===== config.mk =====
export PLATFORM = sky130hd
export DESIGN_NAME = usb_clock_div_prog
export DESIGN_NICKNAME = d
export VERILOG_FILES = /design/src/rtl/usb_clock_div_prog.sv
export SDC_FILE = /design/constraint.sdc
export NUM_CORES = 1
export LEC_CHECK = 0
export ABC_AREA = 1
export BUFFER_PORTS_ARGS = -buffer_cell sky130_fd_sc_hd__buf_2
export CORE_AREA = 2 2 66 68
export DETAILED_ROUTE_END_ITERATION = 8
export DIE_AREA = 0 0 68 70
export GPL_TIMING_DRIVEN = 0
export PLACE_DENSITY = 0.75
export SETUP_SLACK_MARGIN = 0.15
export SLEW_MARGIN = 20
export SYNTH_ARGS = -nofsm -noshare
export SYNTH_HDL_FRONTEND = slang
export SYNTH_SLANG_ARGS = --single-unit

===== constraint.sdc =====
create_clock -name CLK -period 4.35 [get_ports CLK]
set_input_delay 0.6525 -clock CLK [delete_from_list [all_inputs] [get_ports CLK]]
set_output_delay 0.6525 -clock CLK [all_outputs]
set_load 0.01 [all_outputs]

===== src/rtl/usb_clock_div_prog.sv =====
// Runtime-programmable integer clock divider for the USB 3.0 serialiser bit-clock path.
// Optional build macro USB_CLKDIV_DUTY50_EN adds a negedge stage giving 50% duty for odd ratios.
module usb_clock_div_prog #(
    parameter int CNT_W       = 8,
    parameter int DEFAULT_DIV = 10
) (
    input  logic             CLK,
    input  logic             RST,
    input  logic             EN,
    input  logic [CNT_W-1:0] DIV_VAL,
    input  logic             DIV_LOAD,
    output logic             DIV_ACK,
    output logic [CNT_W-1:0] ACTIVE_DIV,
    output logic             BITCLK_OUT,
    output logic             TICK,
    output logic             RUNNING
);

    localparam logic [1:0] ST_IDLE = 2'd0;
    localparam logic [1:0] ST_RUN  = 2'd1;
    localparam logic [1:0] ST_STOP = 2'd2;

    localparam logic [CNT_W-1:0] DEF_DIV = CNT_W'(DEFAULT_DIV);
    localparam logic [CNT_W-1:0] MIN_DIV = CNT_W'(2);
    localparam logic [CNT_W-1:0] ONE     = CNT_W'(1);

    logic [1:0]       state_q, state_d;
    logic [CNT_W-1:0] cnt_q, cnt_d;
    logic [CNT_W-1:0] active_q, active_d;
    logic [CNT_W-1:0] pend_q, pend_d;
    logic             pend_vld_q, pend_vld_d;
    logic             bitclk_q, bitclk_d;
    logic             tick_q, tick_d;
    logic             ack_q, ack_d;
    logic             running_q, running_d;

    logic             boundary;
    logic             apply;
    logic [CNT_W-1:0] high_cnt;

    always_comb begin
        state_d    = state_q;
        cnt_d      = cnt_q;
        active_d   = active_q;
        pend_d     = pend_q;
        pend_vld_d = pend_vld_q;
        ack_d      = 1'b0;

        boundary = (state_q != ST_IDLE) && (cnt_q == (active_q - ONE));
        // A pending ratio only takes effect between periods, so the waveform never glitches.
        apply    = pend_vld_q && ((state_q == ST_IDLE) || boundary);

        case (state_q)
            ST_IDLE: begin
                cnt_d = '0;
                if (EN) state_d = ST_RUN;
            end
            ST_RUN: begin
                if (!EN) state_d = ST_STOP;
                cnt_d = boundary ? '0 : (cnt_q + ONE);
            end
            ST_STOP: begin
                if (EN)            state_d = ST_RUN;
                else if (boundary) state_d = ST_IDLE;
                cnt_d = boundary ? '0 : (cnt_q + ONE);
            end
            default: begin
                state_d = ST_IDLE;
                cnt_d   = '0;
            end
        endcase

        if (apply) begin
            active_d   = pend_q;
            pend_vld_d = 1'b0;
            ack_d      = 1'b1;
        end

        // A load in the same cycle as an apply stays pending for the following boundary.
        if (DIV_LOAD) begin
            pend_d     = (DIV_VAL < MIN_DIV) ? MIN_DIV : DIV_VAL;
            pend_vld_d = 1'b1;
        end

        // Outputs are precomputed from next-state values so they line up with cnt_q.
        running_d = (state_d != ST_IDLE);
        high_cnt  = active_d - (active_d >> 1);
        bitclk_d  = running_d && (cnt_d < high_cnt);
        tick_d    = running_d && (cnt_d == '0);
    end

    always_ff @(posedge CLK or negedge RST) begin
        if (!RST) begin
            state_q    <= ST_IDLE;
            cnt_q      <= '0;
            active_q   <= DEF_DIV;
            pend_q     <= '0;
            pend_vld_q <= 1'b0;
            bitclk_q   <= 1'b0;
            tick_q     <= 1'b0;
            ack_q      <= 1'b0;
            running_q  <= 1'b0;
        end else begin
            state_q    <= state_d;
            cnt_q      <= cnt_d;
            active_q   <= active_d;
            pend_q     <= pend_d;
            pend_vld_q <= pend_vld_d;
            bitclk_q   <= bitclk_d;
            tick_q     <= tick_d;
            ack_q      <= ack_d;
            running_q  <= running_d;
        end
    end

`ifdef USB_CLKDIV_DUTY50_EN
    logic bitclk_neg_q;

    always_ff @(negedge CLK or negedge RST) begin
        if (!RST) bitclk_neg_q <= 1'b0;
        else      bitclk_neg_q <= bitclk_q;
    end

    // For odd ratios the rising edge is delayed half a cycle, trimming high time to N/2.
    assign BITCLK_OUT = active_q[0] ? (bitclk_q & bitclk_neg_q) : bitclk_q;
`else
    assign BITCLK_OUT = bitclk_q;
`endif

    assign TICK       = tick_q;
    assign DIV_ACK    = ack_q;
    assign ACTIVE_DIV = active_q;
    assign RUNNING    = running_q;

endmodule


* Word-level counts from Yosys, hierarchy flattened
Cells that the tools add are included.
Cells by class: $add $sub $neg 3, multiplexer cells 12, $lt $le $gt $ge 2, reduce and logical (&&, ||, !) cells 11, equal/unequal tests 3
Operators by type and width (number):
- $mux 8 | 4
- $add 8x1->8 const B | 1
- $eq 8x8->1 | 1
- $logic_not 8->1 | 1
- $lt 8x2->1 const B | 1
- $lt 8x8->1 | 1
- $mux 2 | 4
- $sub 8x1->8 const B | 1
- $sub 8x7->8 | 1
- $pmux 2 s3 | 1
- $reduce_bool 2->1 | 3
- $logic_and 1x1->1 | 4
- $mux 1 | 3
- $eq 2x1->1 const B | 1
- $eq 2x2->1 const B | 1
- $logic_not 2->1 | 1
- $reduce_or 2->1 | 1
- $logic_or 1x1->1 | 1
Storage, ports and cells: bits in registers 31, word-level logic and storage cells 40

* Longest topological paths before layout
word-level depth 9, mapped depth 30, depth with buffers taken out 28

* Worst setup path before layout
Ideal clock, no wire load.
kind flip-flop to flip-flop, start point reg active_q[1], in the netlist ACTIVE_DIV[1], end point reg bitclk_q, in the netlist BITCLK_OUT, data arrival time 3.999 ns, slack 0.273 ns, required time 4.273 ns, cell stages (with the launch flop) 30, cell sequence dfstp_2 > inv_1 > ha_1 > buf_2 > inv_1 > nand2_1 > nand3_1 > nand2_1 > nor2_1 > nand3_1 > nor2_2 > nand2_1 > nand2_2 > nand2_4 > buf_6 > o21ai_2 > inv_2 > ha_1 > nand2_1 > o21ai_0 > a21oi_1 > o21ai_0 > a21o_1 > a21oi_1 > xor2_2 > ha_1 > a21oi_1 > o21a_1 > nand2_1 > a21oi_1
On the way: word-level cells in the longest chain between the ends 9, elaborated cells between the ends (all ways) 15, those cells by class 2 x add/sub; 1 x order compare; 1 x eq/ne; 6 x mux; 5 x reduce/logical
RTL lines:
- from (decl) | RTL line 29 | logic [CNT_W-1:0] active_q, active_d;
- from (signal assigned) | RTL line 106 | active_q <= active_d;
- $sub 8x1->8 | RTL line 49 | boundary = (state_q != ST_IDLE) && (cnt_q == (active_q - ONE));
- $eq 8x8->1 | RTL line 49
- $logic_and 1x1->1 | RTL line 49
- $logic_or 1x1->1 | RTL line 51 | apply = pend_vld_q && ((state_q == ST_IDLE) || boundary);
- $logic_and 1x1->1 | RTL line 51
- $mux 8 | RTL line 73 | if (apply) begin
- named net active_d[3] | RTL line 29
- $sub 8x7->8 | RTL line 87 | high_cnt = active_d - (active_d >> 1);
- $lt 8x8->1 | RTL line 88 | bitclk_d = running_d && (cnt_d < high_cnt);
- $logic_and 1x1->1 | RTL line 88
- named net bitclk_d | RTL line 32 | logic bitclk_q, bitclk_d;
- to (signal assigned) | RTL line 109 | bitclk_q <= bitclk_d;
- to (decl) | RTL line 32
The timed path passes the listed nets, and every way through them passes these cells. A chain may end at the register's enable or synchronous reset.

* Worst setup path after layout
Same ends and word-level chain as after synthesis.

==> flow_summary.ini <==
[yosys]
syn-cell-area_um2 = 2160
yosys-top-cells-area = dfrtp_1, nand2_1, ha_1
yosysSeqAreaShare = 0.360
synth_seq_cells = 31
syn_inst = 280
synth_top_area_cell = dfrtp_1
avgSynthCellArea_um2 = 7.72
synth_top_area_share = 0.336
ys_warn_count = 0
synth_fp_nets = 313
synth_cell_type_count = 35

[setup_path]
r2r_slack_ns = 0.33
worstSetupEndpointType = register
path_max_fanout = 5
path_depth = 29
reg2reg_to = BITCLK_OUT$_DFF_PN0_
cpMaxStageDelayCell = dfstp_2
setup.worst_path.end = BITCLK_OUT$_DFF_PN0_
crit_path_start = ACTIVE_DIV[1]$_DFF_PN1_
crit_top_cell = a21oi_2
critical_path_class = register to register
startpoint_type = register
ff2ff_path_depth = 29
critical-path-top-delay-family = compound AO/OA/AOI/OAI gates
crit_buf_inv = 5
required_ns = 4.56
rr_startpoint = ACTIVE_DIV[1]$_DFF_PN1_
crit_path_max_incr_delay_ns = 0.56
cp.arrival_ns = 4.23

[global_routing]
grt_max_degree = 32
grt_pass1_vias = 1806
grt_antenna_before_repair = 0
globalRouteOverflowTotal = 0
grt_usage = 0.219
grt_pass1_wl_mm = 7.91

[placement]
portBuffers = 23
placed_cell_area_um2 = 2340
dpl.hpwl_mm = 3.36
gp_congestion = 0.874

[finish]
post-route-util = 0.658
antennaDiodeCount = 0
drive_gt1_frac = 0.294
nFillCells = 314
layout.nets = 358
area_growth_syn_to_layout_pct = 26.2
final_cell_mix = nand2_1, inv_1, dfrtp_1
postLayoutCellArea_um2 = 2730
final_common_cell = nand2_1

[cts]
clock_latency_ns = 0.28
ctsHoldBuffers = 0
cts_htree_levels = 2
clock_tree.root_cell = clkbuf_8
clk_pin_slew_ns = 0.07
clockBufferDepth = 2
clock-sinks = 31
cts_tree = yes
cts_buffers = 5

[run_status]
status = finished clean

[sta]
worstMarginPinSlew_ns = 0.697
hold_violations = 0
setup_violations = 0
relSlewSlack = 0.536
fin_crit_sh = 0.924
rsz0062_at_grt = false
slew_violations = 0
fin_setup_tns_ns = 0
clock_skew_ns = 0.00782
fin_crit_ns = 4.02
timing.fmax_mhz = 249

[drt]
ant_nets = 0
drt-wirelength-per-cell_um = 13.6
drt_iter0_markers = 136
viasPerCell = 5.09
totalWireLength_mm = 5.16
drc = 0
dr.pass1.iters = 6
vias = 1923

[floorplanning]
die_x_um = 68
fp.coreArea_um2 = 4140
start_util = 0.521
rows = 24
die_h_um = 70
io_pins = 24
dieArea_um2 = 4760

[flow_run]
drv_cap = 0

[min_path]
worst_hold_path_type = input pin to async pin
[worst register-to-register path: cells and delay by family (launching register included)]
family | cells | cell delay [ns]
AOI/OAI and AO/OA | 10 | 1.25
xor gates and xnor gates | 1 | 0.20
adders and majority gates | 3 | 0.64
and+or+nand+nor | 10 | 0.84
buffers and inverters | 5 | 0.45
DFF | 1 | 0.56
[through the flow]
step | hold WS (ns) | cells | setup WS [ns]
6_report | 0.415 | 378 | 0.330
5_1_grt | 0.479 | 378 | 0.108
4_1_cts | 0.435 | 366 | 0.182
3_5_place_dp | 0.505 | 355 | -0.137
3_3_place_gp | 0.500 | 355 | -0.0637
2_1_floorplan | 0.357 | 280 | 0.273
[cells in the mapped netlist]
cell type  instances
nand3_1           18
o21a_1             1
nor4_1             1
nand2_4            1
o21ai_0           11
nor2_2             4
nor3_1             1
xnor2_1            6
or2_2              1
ha_1              20
and2_1             1
xor2_1             7
dfrtp_1           29
o21a_4             1
inv_2              7
fa_1               1
nand4_1            5
inv_1             49
buf_6              1
xor2_2             1
a31oi_1            1
nor2_1            13
o21ai_1            1
nand3_2            1
nand2_1           69
nand3b_1           1
a21oi_1           11
clkbuf_1           1
o21ai_2            7
a21o_1             1
nand2_2            3
buf_2              1
dfstp_2            2
or4_1              1
or2_1              1
[registers in the layout, indices dropped and copies added (netlist names)]
| name | cells |
|---|---|
| TICK | 1 |
| cnt_q | 8 |
| ACTIVE_DIV | 8 |
| BITCLK_OUT | 1 |
| state_q | 2 |
| pend_vld_q | 1 |
| DIV_ACK | 1 |
| pend_q | 8 |
| RUNNING | 1 |
[layout make-up]
cell class                 count  area (µm²)  share of cell area
clock buffer                   5        68.8              0.0252
buffer                         3        30.0              0.0110
timing repair buffer          38         258              0.0945
inverter                      56         210              0.0771
clock inverter                 3        43.8              0.0161
tap                           52        65.1              0.0239
multi-input combinational    190        1270               0.467
sequential                    31         778               0.285
[kinds of logic (layout without fill, tap and decap cells)]
family                     count (synthesis)  in the layout  synth area share
buffers and inverters                     59            105             0.107
DFF                                       31             31             0.360
adders and majority gates                 21             21             0.125
AOI/OAI and AO/OA                         34             34            0.0984
and+or+nand+nor                          121            121             0.250
xor gates and xnor gates                  14             14            0.0602
[metal layers]
layer | global-route usage | vias up | wire [µm]
li1 | - | 970 | -
met1 | 0.291 | 906 | 2160
met2 | 0.361 | 36 | 2700
met3 | 0.0354 | 11 | 173
met4 | 0.0644 | 0 | 123
met5 | 0 | - | 0
[repair_timing]
| action | 4_1_cts | 5_1_grt |
|---|---|---|
| pin swaps | 4 | 19 |
| setup endpoints to repair | 1 | 1 |
| setup buffers | 3 | 11 |
| gates resized for setup | 8 | 23 |
| gates cloned | 0 | 1 |
[how the worst min path moves through the flow]
stage / start / endpoint / slack [ns]
after detailed placement: pend_q[6]$_DFFE_PN0P_ / pend_q[6]$_DFFE_PN0P_ / 0.51
after global routing: RST / ACTIVE_DIV[4]$_DFF_PN0_ / 0.48
after floorplan: RST / ACTIVE_DIV[0]$_DFF_PN0_ / 0.36
after global placement: pend_q[6]$_DFFE_PN0P_ / pend_q[6]$_DFFE_PN0P_ / 0.50
final: RST / RUNNING$_DFF_PN0_ / 0.41
after CTS: RST / ACTIVE_DIV[4]$_DFF_PN0_ / 0.44
Power is not shown: default switching activity piles up to over one toggle a cycle in this logic, so the estimate is an artifact.
